`config.mk`:
```
export PLATFORM = sky130hd
export DESIGN_NAME = contadores_param
export DESIGN_NICKNAME = d
export VERILOG_FILES = /design/src/rtl/contadores_param.sv
export SDC_FILE = /design/constraint.sdc
export NUM_CORES = 1
export LEC_CHECK = 0
export CORE_MARGIN = 2
export CORE_UTILIZATION = 40
export CTS_CLUSTER_SIZE = 40
export DETAILED_ROUTE_END_ITERATION = 10
export GPL_TIMING_DRIVEN = 0
export PLACE_DENSITY = 0.62
export RECOVER_POWER = 25
export SETUP_SLACK_MARGIN = 0.02
export SYNTH_ARGS = -nofsm -noshare
export SYNTH_HDL_FRONTEND = slang
export SYNTH_SLANG_ARGS = --single-unit
```
`constraint.sdc`:
```
create_clock -name clk -period 2.1 [get_ports clk]
set_input_delay 0.42 -clock clk [delete_from_list [all_inputs] [get_ports clk]]
set_output_delay 0.42 -clock clk [all_outputs]
set_load 0.02 [all_outputs]
```
`src/rtl/contadores_param.sv`:
```
// Parametrised per-channel pop counter bank with a registered, idle-gated read port.
// Supports wrap/saturate counting, sticky overflow flags, clear-on-read and global clear.
module contadores_param #(
    parameter int NUM_CH        = 4,
    parameter int CNT_W         = 5,
    parameter int IDX_W         = 2,
    parameter int SATURATE      = 0,
    parameter int CLEAR_ON_READ = 0
) (
    input  logic              clk,
    input  logic              rst_l,
    input  logic [NUM_CH-1:0] pop,
    input  logic              req,
    input  logic [IDX_W-1:0]  idx,
    input  logic              idle,
    input  logic              clr_all,
    output logic [CNT_W-1:0]  data,
    output logic              valid,
    output logic              err,
    output logic [NUM_CH-1:0] ovf
);

    localparam logic [CNT_W-1:0] CNT_MAX  = '1;
    localparam logic [IDX_W:0]   NUM_CH_W = NUM_CH[IDX_W:0];

    logic [CNT_W-1:0]  cnt_q [NUM_CH];
    logic              rd_fire;
    logic              in_range;
    logic [CNT_W-1:0]  rd_val;
    logic [NUM_CH-1:0] cor_hit;

    assign rd_fire  = req & idle;
    assign in_range = ({1'b0, idx} < NUM_CH_W);

    // Read mux returns the pre-update value; out-of-range indices fall through to 0.
    always_comb begin
        rd_val  = '0;
        cor_hit = '0;
        for (int i = 0; i < NUM_CH; i++) begin
            if (idx == IDX_W'(i)) begin
                rd_val     = cnt_q[i];
                cor_hit[i] = (CLEAR_ON_READ != 0) && rd_fire && in_range;
            end
        end
    end

    // NOTE: the counter array is small and architecturally visible, so it takes the
    // async reset like any other register rather than being treated as a memory.
    always_ff @(posedge clk or negedge rst_l) begin
        if (!rst_l) begin
            for (int i = 0; i < NUM_CH; i++) begin
                cnt_q[i] <= '0;
            end
            ovf <= '0;
        end else begin
            for (int i = 0; i < NUM_CH; i++) begin
                if (clr_all) begin
                    cnt_q[i] <= '0;
                    ovf[i]   <= 1'b0;
                end else if (cor_hit[i]) begin
                    // A pop landing on the read cycle survives as the first new count.
                    cnt_q[i] <= {{(CNT_W-1){1'b0}}, pop[i]};
                    ovf[i]   <= 1'b0;
                end else if (pop[i]) begin
                    if (cnt_q[i] == CNT_MAX) begin
                        cnt_q[i] <= (SATURATE != 0) ? CNT_MAX : '0;
                        ovf[i]   <= 1'b1;
                    end else begin
                        cnt_q[i] <= cnt_q[i] + 1'b1;
                    end
                end
            end
        end
    end

    // NOTE: non-blocking assignments keep every register sampling pre-edge values,
    // which is what makes data report the count from before this edge's update.
    always_ff @(posedge clk or negedge rst_l) begin
        if (!rst_l) begin
            data  <= '0;
            valid <= 1'b0;
            err   <= 1'b0;
        end else if (rd_fire) begin
            data  <= in_range ? rd_val : '0;
            valid <= in_range;
            err   <= ~in_range;
        end else begin
            data  <= '0;
            valid <= 1'b0;
            err   <= 1'b0;
        end
    end

endmodule

```
==> results.md <==
- Clock buffer depth: 2
- Die Footprint: 4380 µm²
- Clock Sinks: 30
- Arrival @ worst endpoint: 2.08 ns
- Post-CTS Repair Setup Buffers: 0
- Synthesis Warnings: 0
- P per Cell Area: 644 nW/µm²
- Leading area contributor after synthesis: dfrtp_1
- Antenna violations before repair: 0
- Crit Reg-Reg Startpoint: cnt_q[10]$_DFFE_PN0P_
- Worst setup endpoint: cnt_q[13]$_DFFE_PN0P_
- Drt initial violations: 34
- Cells after synthesis: 138
- Tightest Pin Transition: 1.60 ns
- DR vias: 1151
- Mapped Area: 1550 µm²
- # setup viols final: 0
- Area grow syn2layout: 19.1%
- Pin count of the biggest net entering global routing: 31
- Max-Cap Viols: 1
- Vias in the first global route: 1111
- Maximum operating frequency: 0.528 GHz
- Period minus WS final: 1.89 ns
- Relative slew margins: -0.0638
- Share of layout cells above drive strength 1: 0.137
- GRT Overall Usage: 0.158
- R2R Setup Slk: 0.21 ns
- Nets@finish: 179
- Vias/cell: 5.51
- Reg2reg path depth: 5
- Hold_buf cts: 0
- Reg2reg end: cnt_q[13]$_DFFE_PN0P_
- Failing checks: capacitance limit, slew limit
- Leakage: approximately 0.87 nW
- CP Class: reg -> reg
- Status: finished, violations left
- Htree depth: 2
- CP Launch Type: register
- Fin. Hold Viols: 0
- Total grt overflow: 0
- Routed WL per cell: around 14 µm
- CP Capture Type: register
- Synthesis-stage register bit count: 30
- Die Y: 66.2 µm
- CP Data Required Time: around 2.3 ns
- RSZ-0062 raised after global routing: false
- Share of the synthesized area in the top cell type: 0.485
- Seq/Total Area, Yosys: 0.485
- Post-synth EDFFs: 0
- Max-slew violations: 31
- Clock skew: 0.00601 ns
- Hold Path Class: in -> reg
- CTS tree: yes
- Global-route wire length before repair: 5130 µm
- FFs w/ async S/R, synth: 1.00
- Synth top cells by count: dfrtp_1, nor2_1, a21oi_1
- GPL Wtd Cong: just over 0.8
- Mean Syn Cell Area: 11.2 µm²
- Starting Density: 0.419
- Setup crit start: cnt_q[10]$_DFFE_PN0P_
- Port bufs: 15
- DP Wirelength: 2180 µm
- Post-route cell area: 1840 µm²
- Final worst-path cycle share: 0.901
- Number of remaining DRC errors: 0
- Synth Flop Type: dfrtp_1
- Diode count: 0
- Mapped Nets: 157
- Die X-Extent: 66.2 µm
- Placed Area: between 1500 and 2000 µm²
- Final TNS setup: 0 ns
- CTS clk-pin slew, worst paths: 0.06 ns
- TritonCTS buffer count: 5
- Final WL: 3010 µm
- FP Rows: 22
- Routed Antenna Nets: 0
- Most numerous cell in the Yosys netlist: dfrtp_1
- Clk Latency, worst-skew pair: 0.28 ns
- Worst VDD drop: 0.000426 V
- Core ar.: around 3700 µm²
- Post-CTS sizing: 0
- Clock root buffer master: clkbuf_8
- Total iterations of the first detailed-routing run: 4
- I/O pin count: 22
- Synth area leaders: dfrtp_1, mux4_2, ha_1
- Post-synth cell types: 20
- Worst Path Max Fanout: 6
## state kept, by name (all words and copies together) (netlist names)
| name | flops |
|---|---|
| ovf | 4 |
| cnt_q | 20 |
| valid | 1 |
| data | 5 |
## metal layers
| layer | routed length (µm) | vias to the layer above | global-route usage |
|---|---|---|---|
| met1 | 1320 | 568 | 0.202 |
| met3 | 195 | 2 | 0.0545 |
| met5 | 0 | - | 0 |
| met4 | 13 | 0 | 0.0536 |
| met2 | 1480 | 35 | 0.251 |
| li1 | - | 546 | - |
## cells in the final DEF (no fill, tap or decap), drive strengths merged
cell type,count
and4bb,4
and2,6
inv,4
ha,8
and3,4
conb,1
nand3,4
clkbuf,10
a21oi,16
buf,6
mux2i,8
or4,4
nor2,20
mux4,5
clkdlybuf4s50,14
clkinv,1
a31oi,4
o21ai,8
nor3b,4
dfrtp,30
## how the worst min path moves through the flow
stage / to / cells after the start / slack (ns) / from
floorplan: cnt_q[0]$_DFFE_PN0P_ / 0 / 0.12 / rst_l
global route: ovf[0]$_DFFE_PN0P_ / 3 / 0.43 / pop[0]
detailed placement: ovf[0]$_DFFE_PN0P_ / 2 / 0.49 / ovf[0]$_DFFE_PN0P_
finish: ovf[0]$_DFFE_PN0P_ / 3 / 0.42 / pop[0]
CTS: ovf[0]$_DFFE_PN0P_ / 3 / 0.41 / pop[0]
global placement: ovf[0]$_DFFE_PN0P_ / 2 / 0.48 / ovf[0]$_DFFE_PN0P_
## cell families (layout without fill, tap and decap cells)
group / Yosys count / after routing / share of synthesized area
multiplexers: 13 / 13 / 0.125
AND/OR/NAND/NOR: 46 / 46 / 0.173
other: 1 / 1 / 0.00242
AO/OA/AOI/OAI: 28 / 28 / 0.0939
adder cells (fa/ha/maj): 8 / 8 / 0.0647
flip-flops: 30 / 30 / 0.485
buffers and inverters: 12 / 35 / 0.0558
## per-stage QoR
stage / util / total power, mW / std cells / hold slack [ns] / worst slack [ns]
after floorplan: - / 0.686 / 138 / 0.124 / 0.406
after global placement: 0.476 / 0.728 / 201 / 0.480 / 0.0847
after detailed placement: 0.476 / 0.733 / 201 / 0.490 / 0.0818
after CTS: 0.501 / 1.20 / 209 / 0.413 / 0.196
after global routing: 0.499 / 1.25 / 209 / 0.426 / 0.106
final: 0.499 / 1.19 / 209 / 0.418 / 0.207
## final cells by class
type,instances,area [µm²]
Sequential cell,30,751
Clock buffer,7,86.3
Timing Repair Buffer,15,144
Buffer,8,71.3
Clock inverter,1,5.00
Fill cell,371,1850
Multi-Input combinational cell,96,709
Inverter,4,15.0
Tap cell,48,60.1
## power by group
group | switching, mW | total, mW | internal, mW
logic | 0.0570 | 0.108 | 0.0515
registers | 0.0199 | 0.612 | 0.592
clock network | 0.202 | 0.466 | 0.264
## critical path: stages, from the launching register on
cell     delay, ns
dfrtp_1       0.43
ha_1          0.25
and3_1        0.19
ha_1          0.24
or4_1         0.53
a21oi_1       0.17
(Power assumes the default switching activity.)
